===== src/rtl/seq_multiplier.sv =====
// Iterative shift-add unsigned multiplier with a fixed WIDTH-cycle latency.
// Accepts start/a/b in IDLE, runs WIDTH iterations, then pulses done for one cycle.
module seq_multiplier #(
    parameter int WIDTH = 8
) (
    input  logic                 clk,
    input  logic                 rst_l,
    input  logic                 start,
    input  logic [WIDTH-1:0]     a,
    input  logic [WIDTH-1:0]     b,
    output logic                 ready,
    output logic                 done,
    output logic [2*WIDTH-1:0]   product
);

    localparam int CW = $clog2(WIDTH) + 1;
    localparam logic [CW-1:0] LAST = CW'(WIDTH - 1);

    typedef enum logic [1:0] {
        IDLE = 2'd0,
        RUN  = 2'd1,
        DONE = 2'd2
    } state_t;

    state_t               state;
    state_t               state_nxt;
    logic [2*WIDTH-1:0]   mcand;
    logic [WIDTH-1:0]     mplier;
    logic [2*WIDTH-1:0]   acc;
    logic [CW-1:0]        count;

    always_ff @(posedge clk) begin
        if (!rst_l) begin
            state <= IDLE;
        end else begin
            state <= state_nxt;
        end
    end

    always_comb begin
        state_nxt = state;
        case (state)
            IDLE:    if (start) state_nxt = RUN;
            RUN:     if (count == LAST) state_nxt = DONE;
            DONE:    state_nxt = IDLE;
            default: state_nxt = IDLE;
        endcase
    end

    always_comb begin
        ready = 1'b0;
        done  = 1'b0;
        case (state)
            IDLE:    ready = 1'b1;
            DONE:    done  = 1'b1;
            default: ;
        endcase
    end

    // acc is left untouched outside RUN so the result holds until the next accept
    always_ff @(posedge clk) begin
        if (!rst_l) begin
            mcand  <= '0;
            mplier <= '0;
            acc    <= '0;
            count  <= '0;
        end else begin
            case (state)
                IDLE: begin
                    if (start) begin
                        mcand  <= {{WIDTH{1'b0}}, a};
                        mplier <= b;
                        acc    <= '0;
                        count  <= '0;
                    end
                end
                RUN: begin
                    if (mplier[0]) begin
                        acc <= acc + mcand;
                    end
                    mcand  <= mcand << 1;
                    mplier <= mplier >> 1;
                    count  <= count + 1'b1;
                end
                default: ;
            endcase
        end
    end

    assign product = acc;

endmodule


===== config.mk =====
export PLATFORM = sky130hd
export DESIGN_NAME = seq_multiplier
export DESIGN_NICKNAME = d
export VERILOG_FILES = /design/src/rtl/seq_multiplier.sv
export SDC_FILE = /design/constraint.sdc
export NUM_CORES = 1
export LEC_CHECK = 0
export CAP_MARGIN = 20
export CORE_AREA = 4 4 73 75
export CTS_CLUSTER_DIAMETER = 50
export DETAILED_ROUTE_END_ITERATION = 7
export DIE_AREA = 0 0 77 79
export GPL_TIMING_DRIVEN = 0
export PLACE_DENSITY = 0.88
export SLEW_MARGIN = 20
export SYNTH_ARGS = -nofsm -noshare
export SYNTH_HDL_FRONTEND = slang
export SYNTH_SLANG_ARGS = --single-unit

===== constraint.sdc =====
create_clock -name clk -period 2.8 [get_ports clk]
set_input_delay 0.28 -clock clk [delete_from_list [all_inputs] [get_ports clk]]
set_output_delay 0.28 -clock clk [all_outputs]
set_load 0.02 [all_outputs]

Yosys cells after proc, flatten, opt, wreduce, memory -nomap -nowiden
Index checks and enable logic that the tools add are counted.

cells by class
  muxes and demuxes = 14
  equality and inequality tests = 6
  add/subtract/negate cells = 2
  reductions and logical operators = 5

operator list
  operator               count
  $pmux W16 S2           2
  $mux W16               3
  $add A16 B16 Y16       1
  $pmux W8 S2            1
  $mux W8                1
  $pmux W4 S2            1
  $ne A2 B2 Y1 const B   3
  $add A4 B1 Y4 const B  1
  $eq A4 B3 Y1 const B   1
  $mux W2                2
  $mux W4                1
  $pmux W2 S2            1
  $reduce_and A2 Y1      2
  $reduce_and A3 Y1      1
  $eq A2 B1 Y1 const B   1
  $eq A2 B2 Y1 const B   1
  $logic_not A2 Y1       1
  $mux W1                2
  $reduce_bool A2 Y1     1

word-level totals
  bits of input ports = 19
  register bits = 46
  word-level logic and storage cells = 32
  output and inout port bits = 18

Logic depth before layout (Yosys ltp)
  depth after elaboration = 3
  mapped depth = 9
  mapped depth without buffers = 9

Worst setup path after synthesis
No wires, ideal clock.

  kind = reg-to-reg
  from = register acc[0], in the netlist product[0]
  to = register acc[14], in the netlist product[14]
  path buffers = 0
  setup time = 117 ps
  setup slack = 567 ps
  arrival time = 2115 ps
  data required time = 2683 ps
  clock period less this slack = 2233 ps
  cell stages (with the launch flop) = 10
  cells stage by stage = dfxtp_1 -> ha_1 -> inv_1 -> fa_1 -> nor2b_1 -> o211ai_1 -> a21o_1 -> a211oi_1 -> o21ai_0 -> a32o_1

on the way
  cells in the longest elaborated chain, start to end = 3

ends and longest elaborated chain
  what                    line  source
  start, declared         29    logic [2*WIDTH-1:0] acc;
  start signal, assigned  79    acc <= acc + mcand;
  $add A16 B16 Y16        79
  $mux W16                78    if (mplier[0]) begin
  $pmux W16 S2            68    case (state)

Every way passes these cells. The select of a mux whose other input is x is not followed.
A chain may end at the register's enable or synchronous reset.

Worst setup path after layout
Same ends and word-level chain as after synthesis.

==> metrics.yaml <==
worst_setup_path:
  end_kind: "register"
  critical_path.top_delay_family: "compound AO/OA/AOI/OAI gates"
  crit_path_start: "product[0]$_SDFFE_PN0P_"
  critPathKind: "register to register"
  startpoint_type: "register"
  critPathBufInv: 1
  reg2reg_from: "product[0]$_SDFFE_PN0P_"
  path_cells: "ha_1 > inv_1 > fa_1 > nor2b_1 > o211ai_1 > a21o_1 > a211oi_1 > o21ai_0 > a32o_1"
  rr_worst_depth: 9
  slowest_stage: "fa_1"
  cp.depth: 9
  crit_arrival_ns: 2.58
  cp_max_fo: 3
  slowest_delay_ns: 0.41
  required_ns: 3.01
floorplanning:
  die_h_um: 79
  num_rows: 25
  start_util_pct: 53.3
  dieWidth_um: 77
  io-pin-count: 37
  die_area_um2: 6080
  core-area_um2: 4660
logic_synthesis:
  synth_edf_count: 0
  synth_fp_nets: 322
  yosys_warnings: 0
  async_reset_ff_share_pct: 0
  synth_top_flop_cell: "dfxtp_1"
  seq_area_frac_synth_pct: 37.1
  synth_cell_types: 49
  synthTopCellsByArea: "dfxtp_1 (37%), ha_1 (8.1%), nor2_1 (5.9%)"
  ys_seq_elements: 46
  yosys.area.top_type_share_pct: 37.1
  syn_inst: 286
  syn_area_um2: 2480
  synth_area_per_cell_um2: 8.69
  synth_top_area_cell: "dfxtp_1"
drt:
  wl_met3_um: 330
  wl_met2_um: 2920
  met1_length_um: 2440
  wl_per_cell_um: 15.0
  vias: 2264
  top_layer: "met4"
  firstDrtPassIters: 4
  first_iter_violations: 94
  drc_errors: 0
  routed_wirelength_um: 5770
  ant_nets: 0
  routed_via_density: 5.90
clocking:
  cts_resized: 0
  post-cts-setup-buffers: 0
  cts_tree: "yes"
  clk_latency_ns: 0.31
  root_buffer: "clkbuf_8"
  cts_made_buffers: 5
  clkTransAtPathRegs_ns: 0.10
  hold_buffers: 0
  htreeDepth: 2
  clockBufferDepth: 2
  cts.sinks: 46
timing:
  maxSlewHeadroom_pct: 54.0
  skew_ns: 0.00919
  final.min_clock_period_ns: 2.38
  fin_crit_sh_pct: 84.8
  setup_ws_ns: 0.424
  final_max_slew_viol_count: 0
  fin_setup_tns_ns: 0
  finalHoldViolCount: 0
  worst_pin_slew_ns: 0.687
  finalSetupViolCount: 0
  grt_setup_unrepaired: "false"
  max_freq_mhz: 421
layout:
  final_cell_mix: "dfxtp_1 (46), nor2_1 (39), clkdlybuf4s50_1 (36)"
  final_common_cell: "dfxtp_1"
  multi_input_area_um2: 1480
  fin_nets: 365
  regArea_um2: 921
  final.fill_count: 387
  antenna_cells: 0
  drive_gt1_share_pct: 5.76
  synthToLayoutAreaGrowth_pct: 21.0
power_and_ir_drop:
  p_switching_w: 0.000371
  p_per_area_nw_per_um2: 437
  ir_worst_vdd_uv: 365
  seqPwrFrac_pct: 53.5
  p_leak_nw: 1.22
  power.share.clock_pct: 32.7
  power_frac_comb_pct: 13.8
  p_sw_share_pct: 28.2
  internal_power_w: 0.000944
global_routing:
  grt_pass1_wl_um: 9760
  grt_overflow_total: 0
  track_usage_pct: 19.6
  antenna_found_initial: 0
  first_global_vias: 2199
  grt_max_degree: 17
placed_design:
  port-buffer-count: 36
  pre_cts_ws_ns: 0.469
  detailed_place_hpwl_um: 4350
  gp_congestion: 0.891
flow_run:
  maxCapViolations: 0
outcome:
  status: "complete, no violations"
worst_hold_path:
  hp-start: "product[9]$_SDFFE_PN0P_"
  min_path_type: "register to register"
  hold_depth: 2
==> cell usage after synthesis, drive strengths merged, types with 3 or more instances <==
cell and instances:
and2b 3, xor2 4, o21a 4, nand3 4, buf 4, o21ai 14
a211oi 4, ha 16, and3 5, a22oi 15, nand2 19, o211ai 5
dfxtp 46, xnor2 7, o221ai 14, nor2b 22, clkbuf 8, nor2 39
inv 6, a21o 7, a31oi 3, a21oi 14
==> logic make-up after synthesis <==
group	share of synthesized area (%)
buffers and inverters	3.22
AOI/OAI and AO/OA	25.1
xor gates and xnor gates	3.88
muxes	0.403
adders and majority gates	8.86
DFF	37.1
and+or+nand+nor	21.4
==> worst reg2reg max path: stages, from the launching register on <==
cell and delay, ns:
dfxtp_1 0.38, ha_1 0.21, inv_1 0.06, fa_1 0.41
nor2b_1 0.17, o211ai_1 0.13, a21o_1 0.21, a211oi_1 0.32
o21ai_0 0.12, a32o_1 0.26
==> layer usage <==
layer | global-route usage, % | up-vias
li1 | - | 1132
met1 | 22.2 | 1053
met5 | 0 | -
met3 | 3.63 | 9
met2 | 37.0 | 70
met4 | 6.41 | 0
==> final timing paths <==
kind / slack [ns] / to
setup reg to reg: 0.42 / product[14]$_SDFFE_PN0P_
setup / recovery: 0.42 / product[14]$_SDFFE_PN0P_
hold / removal: 0.47 / product[9]$_SDFFE_PN0P_
hold reg to reg: 0.47 / product[9]$_SDFFE_PN0P_
==> flip-flops by register name (all words and copies together) (netlist names) <==
name / cells
count: 4
mcand: 16
mplier: 8
product: 16
state: 2
==> through the flow <==
stage / std cells / cell area [um2] / hold slack, ns / utilization, % / total power, W
3_3_place_gp: 376 / 2910 / 0.451 / 62.5 / 0.000892
6_report: 384 / 3010 / 0.474 / 64.5 / 0.00131
5_1_grt: 384 / 3010 / 0.517 / 64.5 / 0.00137
2_1_floorplan: 286 / 2480 / 0.441 / - / 0.000829
3_5_place_dp: 376 / 2910 / 0.460 / 62.5 / 0.000897
4_1_cts: 384 / 3010 / 0.474 / 64.5 / 0.00132
==> cell type report <==
class,count,share of cell area [%]
clock inverters,3,0.832
repair buffers,36,12.0
well taps,54,2.25
flip-flops and latches,46,30.6
inverters,6,0.749
clock buffers,5,2.29
plain buffers,12,1.91
multi-input cells,222,49.4
==> power by group through the flow <==
| stage | logic [W] | clock network, W | registers [W] |
|---|---|---|---|
| global route | 0.000202 | 0.000462 | 0.000706 |
| finish | 0.000182 | 0.000430 | 0.000703 |
| floorplan | 0.000116 | 0 | 0.000713 |
| CTS | 0.000181 | 0.000438 | 0.000703 |
| detailed placement | 0.000180 | 0 | 0.000718 |
| global placement | 0.000175 | 0 | 0.000716 |
(Power assumes the default switching activity.)
==> patch: new RTL, same settings <==
Re-encode `state_t` (3 states) as one-hot, 3 bits wide.
--- a/src/rtl/seq_multiplier.sv
+++ b/src/rtl/seq_multiplier.sv
@@ -16,10 +16,10 @@
     localparam int CW = $clog2(WIDTH) + 1;
     localparam logic [CW-1:0] LAST = CW'(WIDTH - 1);
 
-    typedef enum logic [1:0] {
-        IDLE = 2'd0,
-        RUN  = 2'd1,
-        DONE = 2'd2
+    typedef enum logic [2:0] {
+        IDLE = 3'b001,
+        RUN  = 3'b010,
+        DONE = 3'b100
     } state_t;
 
     state_t               state;
Check against the original RTL: same outputs for any inputs over 4 cycles, from zero or initial values and one cycle with rst_l low; so few cycles prove little.
==> patch against the unedited design <==
- combinational power fell by 16%
- wire length down 5.0%
- critical endpoint is now product[12]$_SDFFE_PN0P_
- highest routed layer unchanged
- critical path depth increased by 1
- first-iteration DRC count decreased by 7.4%
- design area up 0.87%
- sequential cell count up 1
- area after synthesis up 1.6%
- largest power group unchanged
- utilization increased by 0.56 points
- die area stayed put
- non-clock buffer count increased by 2
- setup slack got worse by 73 ps
- count of clock-buffer cells in the layout rose by 2
- total power fell by 4.2%
==> patch: results (changes against the unedited design) <==
share of layout cells above drive strength 1=5.80% (was 5.76%); setup bufs post-CTS=0 (unchanged); Num CTS Buffers=5 (unchanged); met1 Use GR=23.6% (was 22.2%); vias in the first global route=2,169 (was 2,199); ys flop type=dfxtp_1 (unchanged); port bufs=36 (unchanged); WP data arrival=2680 ps (was 2580 ps); switching share of power=25.5% (was 28.2%); Fillers=375 (was 387); Final Cell Area=0.00303 mm² (was 0.00301 mm²); Post-Route WL=5.48 mm (was 5.77 mm); antenna violations before repair=0 (unchanged); Placed Cells incl. Taps=391 (was 376); R2R depth=10 (was 9); leakage power=0.00120 µW (was 0.00122 µW); leading post-synthesis cells by cell area=dfxtp_1 37%, ha_1 7.9%, nand2_1 6.5%, a21boi_0 5.9%, a21oi_1 4.2% (was dfxtp_1 37%, ha_1 8.1%, nor2_1 5.9%, nor2b_1 5.5%, o221ai_1 4.9%); largest net degree at the start of global routing=14 (was 17); Unique masters post-synth=47 (was 49); GRT Overall Usage=19.2% (was 19.6%); Finished Layout Cells=399 (was 384); Highest Signal Layer=met4 (unchanged); post-synth net total=337 (was 322); DRC marker count from the first detailed-route iteration=87 (was 94); Startpoint Class=flop (unchanged); met2 wire len=2.63 mm (was 2.92 mm); sequential area share after synthesis=37.3% (was 37.1%); Met1 Wirelength=2.55 mm (was 2.44 mm); WHS=487 ps (was 474 ps); met3 WL=205 µm (was 330 µm); clock skew=6.96 ps (was 9.19 ps); Final HPWL DP=4.22 mm (was 4.35 mm); end of the critical path=product[12]$_SDFFE_PN0P_ (was product[14]$_SDFFE_PN0P_); root buf cell=clkbuf_8 (unchanged); Final WS setup=352 ps (was 424 ps); Nets=380 (was 365); grt met3 use=4.76% (was 3.63%); first-pass GRT wire length=9.57 mm (was 9.76 mm); worst slew pin tran=670 ps (was 687 ps); status=completed (unchanged); ANT cells=0 (unchanged); worst reg2reg path startpoint=mcand[0]$_SDFFE_PN0P_ (was product[0]$_SDFFE_PN0P_); Avg Cell Area, Syn=8.38 µm² (was 8.69 µm²); vias per cell=5.61 (was 5.90); Skew-Pair Late Insertion Delay=300 ps; Post-synth top cells=47 x dfxtp_1, 44 x nand2_1, 23 x nor2_1 (was 46 x dfxtp_1, 39 x nor2_1, 22 x nor2b_1); Clock Tree Buf Depth=2 (unchanged); Global Route met2 Usage=32.5% (was 37.0%); reg2reg setup slack=350 ps (was 420 ps); Max rail drop VDD=0.255 mV (was 0.365 mV); routability cong.=0.827 (was 0.891); TritonRoute pass-1 iters=4 (unchanged)
==> patch: layout make-up <==
type	instances	share of cell area, %
Buffer	14	2.39
Clock buffer	7	2.52
Clock inverter	1	0.165
Inverter	5	0.619
Multi-Input combinational cell	235	49.2
Sequential cell	47	31.0
Tap cell	54	2.23
Timing Repair Buffer	36	11.9
==> patch: worst max-delay path, cell delays in order (launching register included) <==
cell and delay [ps]:
dfxtp_1 390, ha_1 230, inv_1 70, fa_1 370
and2b_1 250, o31a_2 160, o21ai_2 70, a211oi_1 380
a31oi_1 160, xor2_1 150, o21ai_0 140
==> patch: power by group through the flow <==
stage | Sequential, µW | Clock, µW | Combinational (µW)
2_1_floorplan | 717 | 0 | 97.5
3_3_place_gp | 720 | 0 | 149
3_5_place_dp | 722 | 0 | 152
4_1_cts | 706 | 411 | 153
5_1_grt | 708 | 432 | 170
6_report | 706 | 402 | 152
==> patch: logic make-up after synthesis <==
logic type	count (synthesis)	synth area share, %
AND/OR/NAND/NOR	111	21.0
AO/OA/AOI/OAI	96	25.5
flip-flops	47	37.3
buffers and inverters	19	3.62
adder cells (fa/ha/maj)	17	8.73
XOR/XNOR	11	3.82
==> patch: worst min-delay path by stage <==
stage / start / endpoint / depth (start not counted)
floorplan: a[0] / mcand[0]$_SDFFE_PN0P_ / 2
global placement: mplier[4]$_SDFFE_PN0P_ / mplier[4]$_SDFFE_PN0P_ / 2
detailed placement: mplier[6]$_SDFFE_PN0P_ / mplier[6]$_SDFFE_PN0P_ / 2
CTS: mplier[7]$_SDFFE_PN0P_ / mplier[7]$_SDFFE_PN0P_ / 2
global route: mplier[7]$_SDFFE_PN0P_ / mplier[7]$_SDFFE_PN0P_ / 2
finish: mplier[6]$_SDFFE_PN0P_ / mplier[6]$_SDFFE_PN0P_ / 2
